### src/rtl/seg7_pkg.sv
// seg7_pkg
// Shared definitions for the 7-segment display path. The display driver
// (encoder) and the scan decoder both import this package, so the code table
// cannot drift between them.
//   NUM_DIGITS  - digits per frame
//   BLANK_PAT   - active-low CAT value with every segment off
//   SEG_0..F    - active-high gfedcba segment codes per hex value
//   seg_code()  - nibble -> active-high segment code
//   an_class_e  - classification of a sampled anode vector
//   seg_dec_t   - result of decoding one CAT pattern
package seg7_pkg;

    localparam int NUM_DIGITS = 8;

    localparam logic [6:0] BLANK_PAT = 7'h7F;

    localparam logic [6:0] SEG_0 = 7'h3F;
    localparam logic [6:0] SEG_1 = 7'h06;
    localparam logic [6:0] SEG_2 = 7'h5B;
    localparam logic [6:0] SEG_3 = 7'h4F;
    localparam logic [6:0] SEG_4 = 7'h66;
    localparam logic [6:0] SEG_5 = 7'h6D;
    localparam logic [6:0] SEG_6 = 7'h7D;
    localparam logic [6:0] SEG_7 = 7'h07;
    localparam logic [6:0] SEG_8 = 7'h7F;
    localparam logic [6:0] SEG_9 = 7'h6F;
    localparam logic [6:0] SEG_A = 7'h77;
    localparam logic [6:0] SEG_B = 7'h7C;
    localparam logic [6:0] SEG_C = 7'h39;
    localparam logic [6:0] SEG_D = 7'h5E;
    localparam logic [6:0] SEG_E = 7'h79;
    localparam logic [6:0] SEG_F = 7'h71;

    typedef enum logic [1:0] {
        AN_IDLE = 2'd0,
        AN_ONE  = 2'd1,
        AN_BAD  = 2'd2
    } an_class_e;

    typedef struct packed {
        logic       valid;
        logic       blank;
        logic [3:0] nibble;
    } seg_dec_t;

    function automatic logic [6:0] seg_code(input logic [3:0] nib);
        logic [6:0] code;
        case (nib)
            4'h0:    code = SEG_0;
            4'h1:    code = SEG_1;
            4'h2:    code = SEG_2;
            4'h3:    code = SEG_3;
            4'h4:    code = SEG_4;
            4'h5:    code = SEG_5;
            4'h6:    code = SEG_6;
            4'h7:    code = SEG_7;
            4'h8:    code = SEG_8;
            4'h9:    code = SEG_9;
            4'hA:    code = SEG_A;
            4'hB:    code = SEG_B;
            4'hC:    code = SEG_C;
            4'hD:    code = SEG_D;
            4'hE:    code = SEG_E;
            default: code = SEG_F;
        endcase
        return code;
    endfunction

endpackage

### src/rtl/seg7_scan_decoder_if.sv
// seg7_scan_decoder_if
// Bundles the scanned display lines and the decoded-frame outputs.
//   SAMPLE_CE  - CAT/AN valid this cycle
//   CAT[6:0]   - segment lines, active-low, CAT[0]=a .. CAT[6]=g
//   AN[7:0]    - digit anodes, active-low
//   ERR_CLR    - clear sticky error flags
//   DIGITS     - decoded frame, digit i in DIGITS[4i+3:4i]
//   BLANK      - per-digit "last sample was blank"
//   FRAME_VLD  - one-cycle frame-complete pulse
//   FRAME_CNT  - completed frame count (wraps)
//   ERR_AN     - sticky: anode vector had more than one active digit
//   ERR_SEG    - sticky: segment pattern not in the code table
// master = side driving the display lines, slave = the decoder.
interface seg7_scan_decoder_if;

    logic        SAMPLE_CE;
    logic [6:0]  CAT;
    logic [7:0]  AN;
    logic        ERR_CLR;
    logic [31:0] DIGITS;
    logic [7:0]  BLANK;
    logic        FRAME_VLD;
    logic [7:0]  FRAME_CNT;
    logic        ERR_AN;
    logic        ERR_SEG;

    modport master (
        output SAMPLE_CE, CAT, AN, ERR_CLR,
        input  DIGITS, BLANK, FRAME_VLD, FRAME_CNT, ERR_AN, ERR_SEG
    );

    modport slave (
        input  SAMPLE_CE, CAT, AN, ERR_CLR,
        output DIGITS, BLANK, FRAME_VLD, FRAME_CNT, ERR_AN, ERR_SEG
    );

endinterface

### src/rtl/seg7_pattern_decode.sv
// seg7_pattern_decode
// Combinational reverse lookup of an active-low CAT pattern.
//   cat[6:0] in  - active-low segment lines
//   dec      out - {valid, blank, nibble}; valid and blank are never both set,
//                  neither set means the pattern is unknown
module seg7_pattern_decode
    import seg7_pkg::*;
(
    input  logic [6:0] cat,
    output seg_dec_t   dec
);

    logic [6:0] seg_on;

    assign seg_on = ~cat;

    always_comb begin
        dec = '0;
        if (cat == BLANK_PAT) begin
            dec.blank = 1'b1;
        end else begin
            for (int i = 0; i < 16; i++) begin
                if (seg_on == seg_code(4'(i))) begin
                    dec.valid  = 1'b1;
                    dec.nibble = 4'(i);
                end
            end
        end
    end

endmodule

### src/rtl/seg7_scan_decoder.sv
// seg7_scan_decoder
// Samples the multiplexed CAT/AN lines of the 8-digit display, decodes each
// lit digit back to a hex nibble and rebuilds the whole frame in parallel.
//   CLK  in  - system clock, rising edge
//   RST  in  - synchronous reset, active low
//   bus  slave modport of seg7_scan_decoder_if (display lines in, frame out)
// Pipeline: capture register -> commit (digits/blank/errors/seen) ->
// frame pulse and frame counter.
module seg7_scan_decoder
    import seg7_pkg::*;
(
    input  logic                 CLK,
    input  logic                 RST,
    seg7_scan_decoder_if.slave   bus
);

    logic                    cap_vld;
    logic [6:0]              cap_cat;
    logic [NUM_DIGITS-1:0]   cap_an;

    logic [4*NUM_DIGITS-1:0] digits_q;
    logic [NUM_DIGITS-1:0]   blank_q;
    logic [NUM_DIGITS-1:0]   seen;
    logic                    frame_pend;
    logic                    frame_vld_q;
    logic [7:0]              frame_cnt_q;
    logic                    err_an_q;
    logic                    err_seg_q;

    seg_dec_t                dec;
    an_class_e               an_class;
    logic [2:0]              an_idx;
    logic [3:0]              zero_cnt;

    logic                    commit;
    logic                    new_err_an;
    logic                    new_err_seg;
    logic                    frame_done;
    logic [4*NUM_DIGITS-1:0] digits_d;
    logic [NUM_DIGITS-1:0]   blank_d;
    logic [NUM_DIGITS-1:0]   seen_d;

    seg7_pattern_decode u_decode (
        .cat (cap_cat),
        .dec (dec)
    );

    // Anode classifier: no active digit is an idle slot between scans,
    // exactly one is a commit, anything else is a wiring/driver fault.
    always_comb begin
        zero_cnt = '0;
        an_idx   = '0;
        for (int i = 0; i < NUM_DIGITS; i++) begin
            if (!cap_an[i]) begin
                zero_cnt = zero_cnt + 4'd1;
                an_idx   = 3'(i);
            end
        end
        if (zero_cnt == 4'd0) begin
            an_class = AN_IDLE;
        end else if (zero_cnt == 4'd1) begin
            an_class = AN_ONE;
        end else begin
            an_class = AN_BAD;
        end
    end

    always_comb begin
        commit      = cap_vld && (an_class == AN_ONE);
        new_err_an  = cap_vld && (an_class == AN_BAD);
        new_err_seg = 1'b0;
        frame_done  = 1'b0;
        digits_d    = digits_q;
        blank_d     = blank_q;
        seen_d      = seen;
        if (commit) begin
            // An unknown pattern still counts the digit as visited so a
            // corrupted digit cannot stall frame completion.
            seen_d[an_idx] = 1'b1;
            if (dec.valid) begin
                digits_d[{an_idx, 2'b00} +: 4] = dec.nibble;
                blank_d[an_idx]                = 1'b0;
            end else if (dec.blank) begin
                digits_d[{an_idx, 2'b00} +: 4] = 4'h0;
                blank_d[an_idx]                = 1'b1;
            end else begin
                new_err_seg = 1'b1;
            end
            if (&seen_d) begin
                frame_done = 1'b1;
                seen_d     = '0;
            end
        end
    end

    always_ff @(posedge CLK) begin
        if (!RST) begin
            cap_vld     <= 1'b0;
            cap_cat     <= BLANK_PAT;
            cap_an      <= '1;
            digits_q    <= '0;
            blank_q     <= '1;
            seen        <= '0;
            frame_pend  <= 1'b0;
            frame_vld_q <= 1'b0;
            frame_cnt_q <= '0;
            err_an_q    <= 1'b0;
            err_seg_q   <= 1'b0;
        end else begin
            cap_vld <= bus.SAMPLE_CE;
            if (bus.SAMPLE_CE) begin
                cap_cat <= bus.CAT;
                cap_an  <= bus.AN;
            end

            digits_q   <= digits_d;
            blank_q    <= blank_d;
            seen       <= seen_d;
            frame_pend <= frame_done;

            frame_vld_q <= frame_pend;
            if (frame_pend) begin
                frame_cnt_q <= frame_cnt_q + 8'd1;
            end

            // A fresh error in the clearing cycle must not be lost.
            err_an_q  <= (err_an_q  & ~bus.ERR_CLR) | new_err_an;
            err_seg_q <= (err_seg_q & ~bus.ERR_CLR) | new_err_seg;
        end
    end

    assign bus.DIGITS    = digits_q;
    assign bus.BLANK     = blank_q;
    assign bus.FRAME_VLD = frame_vld_q;
    assign bus.FRAME_CNT = frame_cnt_q;
    assign bus.ERR_AN    = err_an_q;
    assign bus.ERR_SEG   = err_seg_q;

endmodule

### src/flat_wrapper.sv
// flat-port wrapper written by rule: the top's interface ports become plain ports
module seg7_scan_decoder_flat import seg7_pkg::*;
  (CLK, RST, bus_SAMPLE_CE, bus_CAT, bus_AN, bus_ERR_CLR, bus_DIGITS, bus_BLANK, bus_FRAME_VLD, bus_FRAME_CNT, bus_ERR_AN, bus_ERR_SEG);
  seg7_scan_decoder_if bus_i ();
  input  logic CLK;
  input  logic RST;
  input wire logic [$bits(bus_i.SAMPLE_CE)-1:0] bus_SAMPLE_CE;
  input wire logic [$bits(bus_i.CAT)-1:0] bus_CAT;
  input wire logic [$bits(bus_i.AN)-1:0] bus_AN;
  input wire logic [$bits(bus_i.ERR_CLR)-1:0] bus_ERR_CLR;
  output wire logic [$bits(bus_i.DIGITS)-1:0] bus_DIGITS;
  output wire logic [$bits(bus_i.BLANK)-1:0] bus_BLANK;
  output wire logic [$bits(bus_i.FRAME_VLD)-1:0] bus_FRAME_VLD;
  output wire logic [$bits(bus_i.FRAME_CNT)-1:0] bus_FRAME_CNT;
  output wire logic [$bits(bus_i.ERR_AN)-1:0] bus_ERR_AN;
  output wire logic [$bits(bus_i.ERR_SEG)-1:0] bus_ERR_SEG;
  assign bus_i.SAMPLE_CE = bus_SAMPLE_CE;
  assign bus_i.CAT = bus_CAT;
  assign bus_i.AN = bus_AN;
  assign bus_i.ERR_CLR = bus_ERR_CLR;
  assign bus_DIGITS = bus_i.DIGITS;
  assign bus_BLANK = bus_i.BLANK;
  assign bus_FRAME_VLD = bus_i.FRAME_VLD;
  assign bus_FRAME_CNT = bus_i.FRAME_CNT;
  assign bus_ERR_AN = bus_i.ERR_AN;
  assign bus_ERR_SEG = bus_i.ERR_SEG;
  seg7_scan_decoder u_core (.CLK(CLK), .RST(RST), .bus(bus_i));
endmodule
### config.mk
export PLATFORM = sky130hd
export DESIGN_NAME = seg7_scan_decoder_flat
export DESIGN_NICKNAME = d
export VERILOG_FILES = /design/src/rtl/seg7_pkg.sv /design/src/rtl/seg7_scan_decoder_if.sv /design/src/rtl/seg7_pattern_decode.sv /design/src/rtl/seg7_scan_decoder.sv /design/src/flat_wrapper.sv
export SDC_FILE = /design/constraint.sdc
export NUM_CORES = 1
export LEC_CHECK = 0
export BUFFER_PORTS_ARGS = -buffer_cell sky130_fd_sc_hd__buf_4
export CAP_MARGIN = 0
export CORE_ASPECT_RATIO = 1.75
export CORE_MARGIN = 4
export CORE_UTILIZATION = 35
export DETAILED_ROUTE_END_ITERATION = 10
export PLACE_DENSITY = 0.55
export SETUP_SLACK_MARGIN = 0.1
export SLEW_MARGIN = 20
export SYNTH_ARGS = -nofsm -noshare
export SYNTH_HDL_FRONTEND = slang
export SYNTH_HIERARCHICAL = 1
export SYNTH_SLANG_ARGS = --single-unit
### constraint.sdc
create_clock -name CLK -period 13.3 [get_ports CLK]
set_input_delay 1.995 -clock CLK [delete_from_list [all_inputs] [get_ports CLK]]
set_output_delay 1.995 -clock CLK [all_outputs]
set_load 0.005 [all_outputs]
==> key figures <==
Clock network
  • Clk slew on worst S/H paths: 60 ps
  • Post-CTS Repair Setup Buffers: 0
  • Clock Latency Late Sink: 330 ps
  • Clk buf depth: 2
  • Cts bufs inserted: 9
  • CTS resizes: 0
  • CTS Hold Buffers Added: 0
  • Htree depth: 3
  • CTS tree: built
  • Clock root buffer: clkbuf_16
  • # clock sinks: 76

STA
  • RSZ-0062 raised after global routing: false
  • Final setup margin: 7698 ps
  • Final Setup Violations: 0
  • Clk_skew: 6.830 ps
  • F_max: 0.1785 GHz
  • Setup TNS: 0 ps
  • Hold_ws: 458.9 ps
  • Worst Tran Pin Value: 743.0 ps
  • Final Critical Period: 5602 ps
  • Max_slew headroom: 50.41%
  • Final-report max-slew violation count: 0
  • Final Cycle Share: 42.12%
  • Hold Vio Cnt, Final: 0

Drt
  • DRC Markers: 0
  • Starting DRT DRC Count: 196
  • Antenna Nets Post-Route: 0
  • Pre-Repair DR Iteration Count: 4
  • Drt wl/cell: 16.05 um
  • Post-Route WL: 10330 um
  • Vias post-DR: 3448
  • Avg Vias per Cell: 5.354

Global routing
  • Global-route wire length before repair: 16890 um
  • Pin count of the biggest net entering global routing: 60
  • Number of global-route vias before repair: 3357
  • Initial antenna violation count: 0
  • Total track usage: 16.18%
  • Final global-route overflow total: 0

Yosys
  • Avg Inst Size Synth: 8.816 sq um
  • Synthesized net count: 487
  • Area contributors post-synth: dfxtp_1, mux2i_1, nand2_1
  • Sequential area share after synthesis: 37.85%
  • Synthesized area: 0.004020 sq mm
  • Synth Register Bits: 76
  • Main synth FF type: dfxtp_1
  • Synth area leader: dfxtp_1
  • Synth Warn #: 6
  • Share of synthesized flip-flops with an asynchronous set or reset: 0%
  • Post-synth EDFFs: 0
  • Synthesized instance count: 456
  • Count of different cell masters after synthesis: 63
  • Yosys top cell area share: 37.85%

Placement
  • DP HPWL: 7725 um
  • Gpl congestion: 0.8373
  • Port buffer count: 69
  • Pre-CTS WS: 7754 ps
  • Placed Instances: 628

Worst setup path
  • Worst r2r src: u_core/cap_an[1]
  • Worst stage delay on the critical path: 640 ps
  • Endpoint arrival time on the critical path: 5810 ps
  • Most frequent CP cell: ha_1
  • Worst Setup End Kind: flop
  • Worst Path Max Fanout: 18
  • Worst endpoint required time: 13510 ps
  • Startpoint types: flop
  • Cell-by-cell trace of the critical path: inv_1 > ha_1 > xnor2_1 > ha_1 > mux2_2 > ha_1 > nand2b_1 > o311ai_1 > ha_1 > mux2_2 > ha_1 > inv_1 > o21ai_0 > a31oi_1 > inv_1 > ha_1 > xnor2_1 > xnor3_1 > a32oi_1 > nor2_2 > nand4_1 > nand3_1 > o21ai_0
  • CP max-delay cell: nor2_2
  • CP startpoint: u_core/cap_an[1]
  • Critical path class: reg2reg

Die
  • Initial Utilization: 36.00%
  • FP Rows: 51
  • Top-level I/O count: 70
  • Die area: 0.01333 sq mm
  • Core footprint: 0.01117 sq mm
  • Height of the die: 149.8 um
  • Die Span X: 89.02 um

Hold path
  • Hold crit path type: reg2reg
  • Min-delay src: u_core/bus.DIGITS[31]

Finish
  • Commonest non-fill, non-tap cell in the layout: nand2_1
  • Fraction of layout cells with a size suffix above 1: 19.92%
  • Commonest cells after routing, fill and taps aside: nand2_1, dfxtp_1, buf_4, mux2i_1, nor2_1
  • Area Growth Syn to Fin: 21.07%
  • Nets: 538
  • Fin cells: 644
  • Inserted Diodes: 0

Pwr
  • Leak pwr: 2.163 nW
  • Pwr/cell area: 118.1 mW/mm^2
  • Peak VDD IR: 68.15 uV

Job
  • MaxCap Viol Count: 0

Run status
  • Status: completed
-- Yosys cell counts, types with 4 or more instances --
| cell type | number |
|---|---|
| clkbuf_1 | 12 |
| nand3_1 | 6 |
| o21ai_0 | 14 |
| or3_1 | 4 |
| xor2_1 | 7 |
| nand2_1 | 77 |
| buf_4 | 5 |
| a21oi_1 | 15 |
| inv_1 | 14 |
| and3_1 | 5 |
| nor2b_1 | 9 |
| o22ai_1 | 4 |
| nand3b_1 | 7 |
| nor2_1 | 33 |
| buf_2 | 10 |
| o211ai_1 | 6 |
| mux2i_1 | 40 |
| nand4_1 | 6 |
| nor3_1 | 5 |
| dfxtp_1 | 76 |
| and2_1 | 4 |
| a31oi_1 | 6 |
| and4_1 | 5 |
| nor3b_1 | 4 |
| ha_1 | 12 |
| xnor2_1 | 7 |
-- worst max-delay path: cells and delay by family, from the launching register on --
kind                     cells  cell delay, ps
AO/OA/AOI/OAI                5             660
XOR/XNOR                     3             490
adder cells (fa/ha/maj)      6            1850
buffers and inverters        3             220
flip-flops                   1             360
multiplexers                 2             560
AND/OR/NAND/NOR              4            1320
-- metal layers --
metal	GRT usage (%)	wire [um]	vias to the layer above
met1	18.65	4151	1633
met5	0	0	-
met2	28.24	5481	80
li1	-	-	1715
met4	7.079	311	0
met3	3.196	388	20
-- power by group --
group / switching (mW) / internal (mW) / total [mW]
clock network: 0.0897 / 0.155 / 0.245
logic: 0.0497 / 0.0392 / 0.0889
registers: 0.00932 / 0.232 / 0.241
total: 0.149 / 0.426 / 0.575
-- kinds of logic after synthesis --
kind of cell | count (synthesis) | synth area share (%)
DFF | 76 | 37.85
muxes | 44 | 11.08
and+or+nand+nor | 185 | 23.69
xor gates and xnor gates | 20 | 6.131
buffers and inverters | 45 | 5.167
AOI/OAI and AO/OA | 74 | 12.36
adders and majority gates | 12 | 3.735
-- per-stage QoR --
step / instance area (sq um) / total power, mW / utilization (%)
2_1_floorplan: 4020 / 0.3123 / -
3_3_place_gp: 4563 / 0.3321 / 40.86
3_5_place_dp: 4563 / 0.3343 / 40.86
4_1_cts: 4867 / 0.5813 / 43.59
5_1_grt: 4867 / 0.6007 / 43.59
6_report: 4867 / 0.5746 / 43.59
-- final cells by class --
cell class	instances	area [sq um]
clock buffer	12	256.5
clock inverter	4	47.55
fill	1090	6300
inverter	14	52.55
multi-input combinational	335	2291
sequential	76	1521
tap	132	165.2
timing repair buffer	71	533.0
-- worst paths after layout --
check	slack, ps	endpoint	cells past startpoint
worst max-delay path	7700	u_core/bus.DIGITS[3]	23
worst min-delay path	460	u_core/bus.DIGITS[31]	2
worst max register to register	7700	u_core/bus.DIGITS[3]	23
worst min register to register	460	u_core/bus.DIGITS[31]	2
No activity file was read; power rests on OpenSTA's default activity.
